<file path="src/rtl/arcade_input_mapper.sv">
// Player-input front end: PS/2 key decode, joystick merge, rotation remap and coin pulse stretcher.
// Define ARCADE_INPUT_AUTOFIRE_EN to build the per-player autofire counters.
module arcade_input_mapper #(
   parameter int unsigned NPLAYERS    = 2,
   parameter int unsigned COIN_CYCLES = 300000,
   parameter int unsigned AF_HALF     = 1500000
) (
   input  logic                   clk_sys,
   input  logic                   reset,
   input  logic [10:0]            ps2_key,
   input  logic [16*NPLAYERS-1:0] joystick,
   input  logic [1:0]             rot,
   input  logic [NPLAYERS-1:0]    autofire,
   output logic [NPLAYERS-1:0]    up,
   output logic [NPLAYERS-1:0]    down,
   output logic [NPLAYERS-1:0]    left,
   output logic [NPLAYERS-1:0]    right,
   output logic [NPLAYERS-1:0]    fire,
   output logic                   start1,
   output logic                   start2,
   output logic                   coin
);

   localparam int unsigned COIN_W = $clog2(COIN_CYCLES);
   localparam int unsigned NKEYS  = 12;
   localparam int unsigned K_UP    = 0;
   localparam int unsigned K_DOWN  = 1;
   localparam int unsigned K_LEFT  = 2;
   localparam int unsigned K_RIGHT = 3;
   localparam int unsigned K_SPACE = 4;
   localparam int unsigned K_CTRL  = 5;
   localparam int unsigned K_F1    = 6;
   localparam int unsigned K_1     = 7;
   localparam int unsigned K_F2    = 8;
   localparam int unsigned K_2     = 9;
   localparam int unsigned K_F3    = 10;
   localparam int unsigned K_5     = 11;

   typedef enum logic [1:0] {
      C_IDLE,
      C_PULSE,
      C_GAP
   } coin_state_t;

   // Extended flag and joystick bits 8..15 carry nothing this block decodes.
   logic unused_ok;
   assign unused_ok = ^{ps2_key[8], joystick, autofire};

   logic             toggle_q;
   logic [NKEYS-1:0] keys_q;
   logic [NKEYS-1:0] keys_d;

   // Key decode: an event is any difference between the toggle bit and its tracked copy.
   always_comb begin
      keys_d = keys_q;
      if (ps2_key[10] != toggle_q) begin
         case (ps2_key[7:0])
            8'h75:   keys_d[K_UP]    = ps2_key[9];
            8'h72:   keys_d[K_DOWN]  = ps2_key[9];
            8'h6B:   keys_d[K_LEFT]  = ps2_key[9];
            8'h74:   keys_d[K_RIGHT] = ps2_key[9];
            8'h29:   keys_d[K_SPACE] = ps2_key[9];
            8'h14:   keys_d[K_CTRL]  = ps2_key[9];
            8'h05:   keys_d[K_F1]    = ps2_key[9];
            8'h16:   keys_d[K_1]     = ps2_key[9];
            8'h06:   keys_d[K_F2]    = ps2_key[9];
            8'h1E:   keys_d[K_2]     = ps2_key[9];
            8'h04:   keys_d[K_F3]    = ps2_key[9];
            8'h2E:   keys_d[K_5]     = ps2_key[9];
            default: ;
         endcase
      end
   end

   always_ff @(posedge clk_sys) begin
      toggle_q <= ps2_key[10];
      if (reset) begin
         keys_q <= '0;
      end else begin
         keys_q <= keys_d;
      end
   end

   logic [NPLAYERS-1:0] p_up, p_dn, p_lf, p_rt, p_fire;
   logic [NPLAYERS-1:0] l_up, l_dn, l_lf, l_rt;
   logic                start1_c, start2_c, coin_req_c;

   // Physical inputs per player; keyboard merges into player 0 only.
   always_comb begin
      start1_c   = keys_q[K_F1] | keys_q[K_1];
      start2_c   = keys_q[K_F2] | keys_q[K_2];
      coin_req_c = keys_q[K_F3] | keys_q[K_5];
      for (int n = 0; n < int'(NPLAYERS); n++) begin
         p_rt[n]    = joystick[16*n + 0];
         p_lf[n]    = joystick[16*n + 1];
         p_dn[n]    = joystick[16*n + 2];
         p_up[n]    = joystick[16*n + 3];
         p_fire[n]  = joystick[16*n + 4];
         start1_c   = start1_c   | joystick[16*n + 5];
         start2_c   = start2_c   | joystick[16*n + 6];
         coin_req_c = coin_req_c | joystick[16*n + 7];
      end
      p_up[0]   = p_up[0]   | keys_q[K_UP];
      p_dn[0]   = p_dn[0]   | keys_q[K_DOWN];
      p_lf[0]   = p_lf[0]   | keys_q[K_LEFT];
      p_rt[0]   = p_rt[0]   | keys_q[K_RIGHT];
      p_fire[0] = p_fire[0] | keys_q[K_SPACE] | keys_q[K_CTRL];
   end

   // Screen rotation: each logical direction selects one physical direction.
   always_comb begin
      l_up = p_up;
      l_dn = p_dn;
      l_lf = p_lf;
      l_rt = p_rt;
      case (rot)
         2'd1: begin
            l_lf = p_dn;
            l_rt = p_up;
            l_up = p_lf;
            l_dn = p_rt;
         end
         2'd2: begin
            l_lf = p_rt;
            l_rt = p_lf;
            l_up = p_dn;
            l_dn = p_up;
         end
         2'd3: begin
            l_lf = p_up;
            l_rt = p_dn;
            l_up = p_rt;
            l_dn = p_lf;
         end
         default: ;
      endcase
   end

   logic [NPLAYERS-1:0] fire_d;

`ifdef ARCADE_INPUT_AUTOFIRE_EN
   localparam int unsigned AF_W = $clog2(AF_HALF + 1);

   logic [AF_W-1:0]     af_cnt_q [NPLAYERS];
   logic [NPLAYERS-1:0] af_phase_q;

   // Phase 0 drives fire high; the phase flips every AF_HALF held cycles.
   always_ff @(posedge clk_sys) begin
      if (reset) begin
         for (int n = 0; n < int'(NPLAYERS); n++) begin
            af_cnt_q[n] <= '0;
         end
         af_phase_q <= '0;
      end else begin
         for (int n = 0; n < int'(NPLAYERS); n++) begin
            if (autofire[n] && p_fire[n]) begin
               if (af_cnt_q[n] == AF_W'(AF_HALF - 1)) begin
                  af_cnt_q[n]   <= '0;
                  af_phase_q[n] <= ~af_phase_q[n];
               end else begin
                  af_cnt_q[n] <= af_cnt_q[n] + AF_W'(1);
               end
            end else begin
               af_cnt_q[n]   <= '0;
               af_phase_q[n] <= 1'b0;
            end
         end
      end
   end

   always_comb begin
      fire_d = p_fire;
      for (int n = 0; n < int'(NPLAYERS); n++) begin
         if (autofire[n] && p_fire[n]) begin
            fire_d[n] = ~af_phase_q[n];
         end
      end
   end
`else
   always_comb begin
      fire_d = p_fire;
   end
`endif

   coin_state_t       coin_state_q, coin_state_d;
   logic [COIN_W-1:0] coin_cnt_q, coin_cnt_d;
   logic              coin_req_q;

   // Loading the request history during reset keeps a held level from looking like an edge.
   always_ff @(posedge clk_sys) begin
      coin_req_q <= coin_req_c;
      if (reset) begin
         coin_state_q <= C_IDLE;
         coin_cnt_q   <= '0;
      end else begin
         coin_state_q <= coin_state_d;
         coin_cnt_q   <= coin_cnt_d;
      end
   end

   always_comb begin
      coin_state_d = coin_state_q;
      coin_cnt_d   = coin_cnt_q;
      case (coin_state_q)
         C_IDLE: begin
            if (coin_req_c && !coin_req_q) begin
               coin_state_d = C_PULSE;
               coin_cnt_d   = COIN_W'(COIN_CYCLES - 1);
            end
         end
         C_PULSE: begin
            if (coin_cnt_q == '0) begin
               coin_state_d = C_GAP;
               coin_cnt_d   = COIN_W'(COIN_CYCLES - 1);
            end else begin
               coin_cnt_d = coin_cnt_q - COIN_W'(1);
            end
         end
         C_GAP: begin
            if (coin_cnt_q == '0) begin
               coin_state_d = C_IDLE;
            end else begin
               coin_cnt_d = coin_cnt_q - COIN_W'(1);
            end
         end
         default: coin_state_d = C_IDLE;
      endcase
   end

   always_ff @(posedge clk_sys) begin
      if (reset) begin
         up     <= '0;
         down   <= '0;
         left   <= '0;
         right  <= '0;
         fire   <= '0;
         start1 <= 1'b0;
         start2 <= 1'b0;
         coin   <= 1'b0;
      end else begin
         up     <= l_up;
         down   <= l_dn;
         left   <= l_lf;
         right  <= l_rt;
         fire   <= fire_d;
         start1 <= start1_c;
         start2 <= start2_c;
         coin   <= (coin_state_d == C_PULSE);
      end
   end

endmodule

</file>
<file path="config.mk">
export PLATFORM = sky130hd
export DESIGN_NAME = arcade_input_mapper
export DESIGN_NICKNAME = d
export VERILOG_FILES = /design/src/rtl/arcade_input_mapper.sv
export SDC_FILE = /design/constraint.sdc
export NUM_CORES = 1
export LEC_CHECK = 0
export CAP_MARGIN = 10
export CORE_MARGIN = 2
export CORE_UTILIZATION = 53
export CTS_CLUSTER_SIZE = 28
export DETAILED_ROUTE_END_ITERATION = 8
export GPL_TIMING_DRIVEN = 0
export HOLD_SLACK_MARGIN = 0.08
export PLACE_DENSITY = 0.95
export SLEW_MARGIN = 15
export SYNTH_ARGS = -nofsm -noshare
export SYNTH_HDL_FRONTEND = slang
export SYNTH_SLANG_ARGS = --single-unit
</file>
<file path="constraint.sdc">
create_clock -name clk_sys -period 5.79 [get_ports clk_sys]
set_clock_uncertainty 0.15 [all_clocks]
set_input_delay 1.158 -clock clk_sys [delete_from_list [all_inputs] [get_ports clk_sys]]
set_output_delay 1.158 -clock clk_sys [all_outputs]
set_load 0.1 [all_outputs]
</file>
==> results.cfg, run 1 <==
[hold_path]
worstHoldPathType = register to register
timing.hold.worst.start = keys_q[0]$_SDFFE_PP0P_
min_to = keys_q[0]$_SDFFE_PP0P_
hold_path_cells = 2

[timing]
fin_tns_setup_ns = 0
setup_viol_count_final = 0
worst-slew-pin-transition_ns = 0.9872
finalCriticalPeriod_ns = 3.306
finalHoldViolCount = 0
final_max_slew_viol_count = 0
grt_setup_unrepaired = false
fin_hold_ws_ns = 0.3401
slew-limit-headroom = 0.3398
setup_ws_ns = 2.484
period_share = 0.5710
achievable-frequency_ghz = 0.3025

[yosys]
synth_enable_flop_cells = 0
synth_seq_cells = 48
synthesis.area_um2 = 2531
post_synth_main_area_contributors = sky130_fd_sc_hd__dfxtp_1 38%, sky130_fd_sc_hd__mux2i_1 5.9%, sky130_fd_sc_hd__nor2_1 5.8%
synth.largest_area_cell = sky130_fd_sc_hd__dfxtp_1
synth_async_sr_flop_share = 0
synth_sequential_area_ratio = 0.3796
ys.flop_type = sky130_fd_sc_hd__dfxtp_1
yosys.area.top_type_share = 0.3796
synthCells = 293
synth_warnings = 0
avgSynthCellArea_um2 = 8.639
synth_cell_types = 53
syn_nets = 347

[detailed_routing]
detail_route.vias_per_cell = 6.342
drt_iter0_drc = 207
finalWirelength_um = 6281
drtPass1Iterations = 5
drc_violations = 0
detail-route-antenna-nets = 0
detail_route.wl_per_cell_um = 15.90
route.vias.total = 2505

[critical_path]
timing.critical_path.arrival_ns = 3.35
critical-path-max-stage-delay_ns = 0.47
critical_path.endpoint_type = register
worstPathCellList = clkdlybuf4s50_1 -> nor4_1 -> inv_1 -> a21oi_1 -> a31o_4 -> buf_6 -> buf_6 -> a31oi_1 -> o21a_1
worstReg2RegStart = coin_cnt_q[1]$_SDFFE_PP0P_
crit_path_top_delay_cell = sky130_fd_sc_hd__a21oi_1
rrSetupSlack_ns = 3.17
reg2reg_depth = 11
cell_depth_of_the_worst_setup_path = 9
crit_top_cell = sky130_fd_sc_hd__buf_6
worst-setup-path-type = primary input to register
worstPathMaxFanout = 10
worst_setup_start_kind = primary input
critical_path_buf_inv_count = 4
cp_data_required_time_ns = 5.84
cp_top_family = compound AO/OA/AOI/OAI gates
end_of_the_worst_register_to_register_path = coin_cnt_q[15]$_SDFFE_PP0P_

[placement]
preCtsSetupSlack_ns = 2.200
buffer_ports.inserted = 41
gpl.final_weighted_congestion = 0.9000
place.detailed.hpwl_um = 4516

[pwr]
power_per_cell_area_nw_per_um2 = 293.5
worst_vdd_rail_ir_drop_v = 0.0002004
power_leakage_uw = 0.001187

[run]
max_cap_viol_count = 0

[floorplan]
coreArea_um2 = 4661
die_x_um = 73.11
die-area_um2 = 5344
die-height_um = 73.11
initial_core_utilization = 0.5431
num_io_pins = 62
floorplan.rows = 25

[finish]
total_area_of_multi_input_combinational_cells_um2 = 1449
finalCoreUtilization = 0.6733
syn2layout_area_growth_pct = 23.97
drive_above_1_share = 0.08211
fin_nets = 395
num_antenna_cells = 0
sequential_cell_area_um2 = 960.9
fill_cells = 335

[global_route]
vias_in_the_first_global_route = 2292
grt_max_degree = 15
overflow = 0
grt_pass1_wl_um = 10030
groute.usage.overall = 0.2415
grt_antenna_before_repair = 0

[cts]
cts_tree = built
cts-root-to-sink-buffers = 2
cts_resized = 0
cts_max_level = 2
number_of_sinks_driven_by_the_clock_tree = 48
cts_root_buffer = sky130_fd_sc_hd__clkbuf_8
post_cts.repair.setup_buffers = 0
clock_pin_slew_on_the_worst_setup_and_hold_paths_ns = 0.09
cts_inserted_buffers = 5
clkLatencyLatePin_ns = 0.30
cts_hold_buffers = 0

[outcome]
status = complete, no violations
worst max-delay path by stage:
stage                 from                     endpoint  slack, ns
2_1_floorplan  joystick[7]   coin_cnt_q[3]$_SDFFE_PP0P_       3.04
3_3_place_gp   joystick[7]   coin_cnt_q[3]$_SDFFE_PP0P_       2.32
3_5_place_dp   joystick[7]   coin_cnt_q[5]$_SDFFE_PP0P_       2.20
4_1_cts        joystick[7]   coin_cnt_q[5]$_SDFFE_PP0P_       2.51
5_1_grt        joystick[7]   coin_cnt_q[5]$_SDFFE_PP0P_       2.21
6_report       joystick[7]  coin_cnt_q[15]$_SDFFE_PP0P_       2.48
sequential cells by signal, summed over array words and instances (netlist names), 2 cells and up:
| name | cells |
|---|---|
| left | 2 |
| right | 2 |
| up | 2 |
| keys_q | 12 |
| coin_cnt_q | 19 |
| fire | 2 |
| down | 2 |
| coin_state_q | 2 |
cell usage after synthesis (all sizes together) (5+ instances only):
cell type / instances
dfxtp: 48
nor2: 40
a21oi: 28
o21ai: 18
mux2i: 15
nand2: 14
nor3: 14
inv: 11
nand3: 10
clkbuf: 8
nor4: 8
a31oi: 7
buf: 6
and2: 5
ha: 5
nand4b: 5
or4: 5
per-layer routing:
layer	up-vias	wire [um]	track usage
li1	1180	-	-
met1	1171	2437	0.2832
met2	131	3223	0.4134
met3	23	462	0.05663
met4	0	157	0.1132
met5	-	0	0
kinds of logic after synthesis:
logic type | Yosys count | share of synthesized area
xor+xnor | 1 | 0.003461
mux | 19 | 0.09491
compound gates | 73 | 0.1819
flops | 48 | 0.3796
simple gates | 122 | 0.2674
fa+ha+maj | 5 | 0.02472
buf+inv | 25 | 0.04795
power breakdown:
group | switching, uW | internal (uW)
logic | 171 | 98.6
registers | 19.8 | 351
clock network | 111 | 170
metrics by stage:
| step | std cells | cell area [um^2] | total power [uW] |
|---|---|---|---|
| 3_5_place_dp | 388 | 3009 | 639.7 |
| 4_1_cts | 395 | 3138 | 918.7 |
| 3_3_place_gp | 388 | 3009 | 631.6 |
| 2_1_floorplan | 293 | 2531 | 565.7 |
| 6_report | 395 | 3138 | 920.9 |
| 5_1_grt | 395 | 3138 | 956.2 |
worst register-to-register path: cells and delay by family, from the launching register on:
family | cells | cell delay, ns
AO/OA/AOI/OAI | 3 | 0.41
adder cells (fa/ha/maj) | 1 | 0.21
buffers and inverters | 5 | 0.67
flip-flops | 1 | 0.36
AND/OR/NAND/NOR | 2 | 0.72
cell type report:
class	count	area share
timing repair buffer	41	0.1308
multi-input combinational	220	0.4617
clock buffer	5	0.02193
clock inverter	2	0.01914
inverter	11	0.01316
tap	54	0.02153
sequential	48	0.3062
buffer	14	0.02552
cells in the final DEF, fill, tap and decap left out, drive strengths merged, types with 2 or more instances in the layout:
cell	n
dfxtp	48
clkdlybuf4s50	41
nor2	40
a21oi	28
o21ai	18
mux2i	15
nand2	14
nor3	14
clkbuf	13
inv	11
nand3	10
nor4	8
a31oi	7
buf	6
and2	5
ha	5
or4	5
nand4b	5
o31ai	4
nand2b	4
nand3b	4
mux4	4
o221a	3
nor4b	3
a31o	3
or3	2
a21o	2
a211oi	2
nor3b	2
bufinv	2
(Power assumes the default switching activity.)
==> run 2, diff against run 1 <==
--- a/config.mk
+++ b/config.mk
@@ -7,12 +7,12 @@
 export LEC_CHECK = 0
 export CAP_MARGIN = 10
 export CORE_MARGIN = 2
-export CORE_UTILIZATION = 53
+export CORE_UTILIZATION = 45
 export CTS_CLUSTER_SIZE = 28
 export DETAILED_ROUTE_END_ITERATION = 8
 export GPL_TIMING_DRIVEN = 0
 export HOLD_SLACK_MARGIN = 0.08
-export PLACE_DENSITY = 0.95
+export PLACE_DENSITY = 0.89
 export SLEW_MARGIN = 15
 export SYNTH_ARGS = -nofsm -noshare
 export SYNTH_HDL_FRONTEND = slang
==> constraint.sdc (replaced) <==
create_clock -name clk_sys -period 2.95 [get_ports clk_sys]
set_clock_uncertainty 0.15 [all_clocks]
set_input_delay 0.59 -clock clk_sys [delete_from_list [all_inputs] [get_ports clk_sys]]
set_output_delay 0.59 -clock clk_sys [all_outputs]
set_load 0.1 [all_outputs]
==> run 2 against run 1 <==
Compared with the run above: design area fell by 0.28%; die area increased by 17%; wire length is 3.8% lower; utilization fell by 10 points; clock power increased by 51%; critical path type unchanged; highest routed layer unchanged.
==> results.cfg, run 2 (synthesis results as in run 1) <==
[outcome]
status = complete, no violations

[detailed_routing]
finalWirelength_um = 6044
route.vias.total = 2392
detail-route-antenna-nets = 0
detail_route.vias_per_cell = 5.778
detail_route.wl_per_cell_um = 14.60
drtPass1Iterations = 4
drt_iter0_drc = 225
drc_violations = 0

[cts]
number_of_sinks_driven_by_the_clock_tree = 48
clkLatencyLatePin_ns = 0.31
clock_pin_slew_on_the_worst_setup_and_hold_paths_ns = 0.10
cts_tree = built
cts-root-to-sink-buffers = 2
cts_max_level = 2
cts_resized = 0
cts_hold_buffers = 0
cts_inserted_buffers = 5
post_cts.repair.setup_buffers = 0
cts_root_buffer = sky130_fd_sc_hd__clkbuf_8

[global_route]
vias_in_the_first_global_route = 2311
grt_pass1_wl_um = 10080
groute.usage.overall = 0.2002
overflow = 0
grt_max_degree = 16
grt_antenna_before_repair = 0

[pwr]
power_per_cell_area_nw_per_um2 = 534.8
power_leakage_uw = 0.001166
worst_vdd_rail_ir_drop_v = 0.0003765

[finish]
instances_no_fill = 414
syn2layout_area_growth_pct = 23.63
layout.cells.most_common = sky130_fd_sc_hd__dfxtp_1
num_antenna_cells = 0
fin_nets = 395
mostFrequentLayoutCells = 48 x sky130_fd_sc_hd__dfxtp_1, 41 x sky130_fd_sc_hd__clkdlybuf4s50_1, 39 x sky130_fd_sc_hd__nor2_1, 27 x sky130_fd_sc_hd__a21oi_1
largest_reg_flops = 19
top_register = coin_cnt_q
drive_above_1_share = 0.08480
fill_cells = 518
layout_top_registers = coin_cnt_q x19, keys_q x12

[placement]
place.detailed.hpwl_um = 4438
gpl.final_weighted_congestion = 0.9171
post-place-cells = 406
buffer_ports.inserted = 41

[run]
max_cap_viol_count = 0

[floorplan]
coreArea_um2 = 5473
die-area_um2 = 6241
die-height_um = 79
initial_core_utilization = 0.4625
num_io_pins = 62
die_x_um = 79
floorplan.rows = 27

[critical_path]
worstSetupStartpoint = joystick[7]
timing.critical_path.arrival_ns = 2.70
crit_path_top_delay_cell = sky130_fd_sc_hd__a221o_1
worst_setup_start_kind = primary input
rrSetupSlack_ns = 0.36
end_of_the_worst_register_to_register_path = coin_cnt_q[3]$_SDFFE_PP0P_
cell_depth_of_the_worst_setup_path = 7
critical-path-max-stage-delay_ns = 0.49
critical_path_buf_inv_count = 2
worst-setup-path-type = primary input to register
worstPathMaxFanout = 7
endpoint = coin_cnt_q[14]$_SDFFE_PP0P_
cp_top_family = compound AO/OA/AOI/OAI gates
worstReg2RegStart = coin_cnt_q[0]$_SDFFE_PP0P_
worstPathCellList = clkdlybuf4s50_1 -> nor4_1 -> inv_1 -> a21oi_1 -> nor2_1 -> a221o_1 -> a21oi_1
reg2reg_depth = 11
crit_top_cell = sky130_fd_sc_hd__a21oi_1
cp_data_required_time_ns = 3.03
critical_path.endpoint_type = register

[timing]
finalHoldViolCount = 0
achievable-frequency_ghz = 0.3814
grt_setup_unrepaired = false
setup_viol_count_final = 0
worst-slew-pin-transition_ns = 0.9823
fin_tns_setup_ns = 0
slew-limit-headroom = 0.3431
final_max_slew_viol_count = 0
period_share = 0.8887
finalCriticalPeriod_ns = 2.622

[hold_path]
worstHoldPathType = register to register
[run 2: per-layer routing]
metal | vias up | track usage | part of all wire
met4 | 0 | 0.06724 | 0.012
met2 | 81 | 0.3551 | 0.50
li1 | 1180 | - | -
met5 | - | 0 | 0
met3 | 8 | 0.04432 | 0.053
met1 | 1123 | 0.2384 | 0.43
[run 2: stage by stage]
step	cell area, um^2	util	hold slack, ns	total power [uW]	worst slack, ns
2_1_floorplan	2531	-	0.2926	1110	0.5610
3_3_place_gp	3032	0.5540	0.3189	1244	0.04900
3_5_place_dp	3032	0.5540	0.3210	1256	0.02430
4_1_cts	3129	0.5718	0.3350	1672	0.3362
5_1_grt	3129	0.5718	0.3505	1746	0.08646
6_report	3129	0.5718	0.3321	1673	0.3284
[run 2: power by group]
group / switching [uW] / internal [uW]
Clock: 234 / 190
Sequential: 37.9 / 689
Combinational: 329 / 193
[run 2: how the worst min path moves through the flow]
stage                           start                     end  slack, ns  depth (start not counted)
2_1_floorplan  keys_q[4]$_SDFFE_PP0P_      fire[0]$_SDFF_PP0_       0.29                          2
3_3_place_gp   keys_q[4]$_SDFFE_PP0P_      fire[0]$_SDFF_PP0_       0.32                          2
3_5_place_dp   keys_q[3]$_SDFFE_PP0P_  keys_q[3]$_SDFFE_PP0P_       0.32                          2
4_1_cts        keys_q[3]$_SDFFE_PP0P_  keys_q[3]$_SDFFE_PP0P_       0.34                          2
5_1_grt        keys_q[3]$_SDFFE_PP0P_  keys_q[3]$_SDFFE_PP0P_       0.35                          2
6_report       keys_q[3]$_SDFFE_PP0P_  keys_q[3]$_SDFFE_PP0P_       0.33                          2
[run 2: worst reg2reg max path, delay by kind of cell (launching register included)]
| family | cells | cell delay (ns) |
|---|---|---|
| AOI/OAI and AO/OA | 2 | 0.35 |
| adders and majority gates | 1 | 0.20 |
| buffers and inverters | 5 | 0.68 |
| DFF | 1 | 0.37 |
| and+or+nand+nor | 3 | 0.76 |
[run 2: final cells by class]
class,count,area (um^2),area share
buffer,14,80.08,0.02559
multi-input combinational,220,1449,0.4630
clock buffer,6,82.58,0.02639
inverter,11,41.29,0.01319
clock inverter,2,15.01,0.004798
sequential,48,960.9,0.3071
timing repair buffer,41,410.4,0.1311
tap,72,90.09,0.02879
==> run 3, diff against run 2 <==
--- a/config.mk
+++ b/config.mk
@@ -13,6 +13,7 @@
 export GPL_TIMING_DRIVEN = 0
 export HOLD_SLACK_MARGIN = 0.08
 export PLACE_DENSITY = 0.89
+export SKIP_CTS_REPAIR_TIMING = 1
 export SLEW_MARGIN = 15
 export SYNTH_ARGS = -nofsm -noshare
 export SYNTH_HDL_FRONTEND = slang
==> results of run 3 <==
The final DEF is identical to that of run 2; final timing and power are the same.
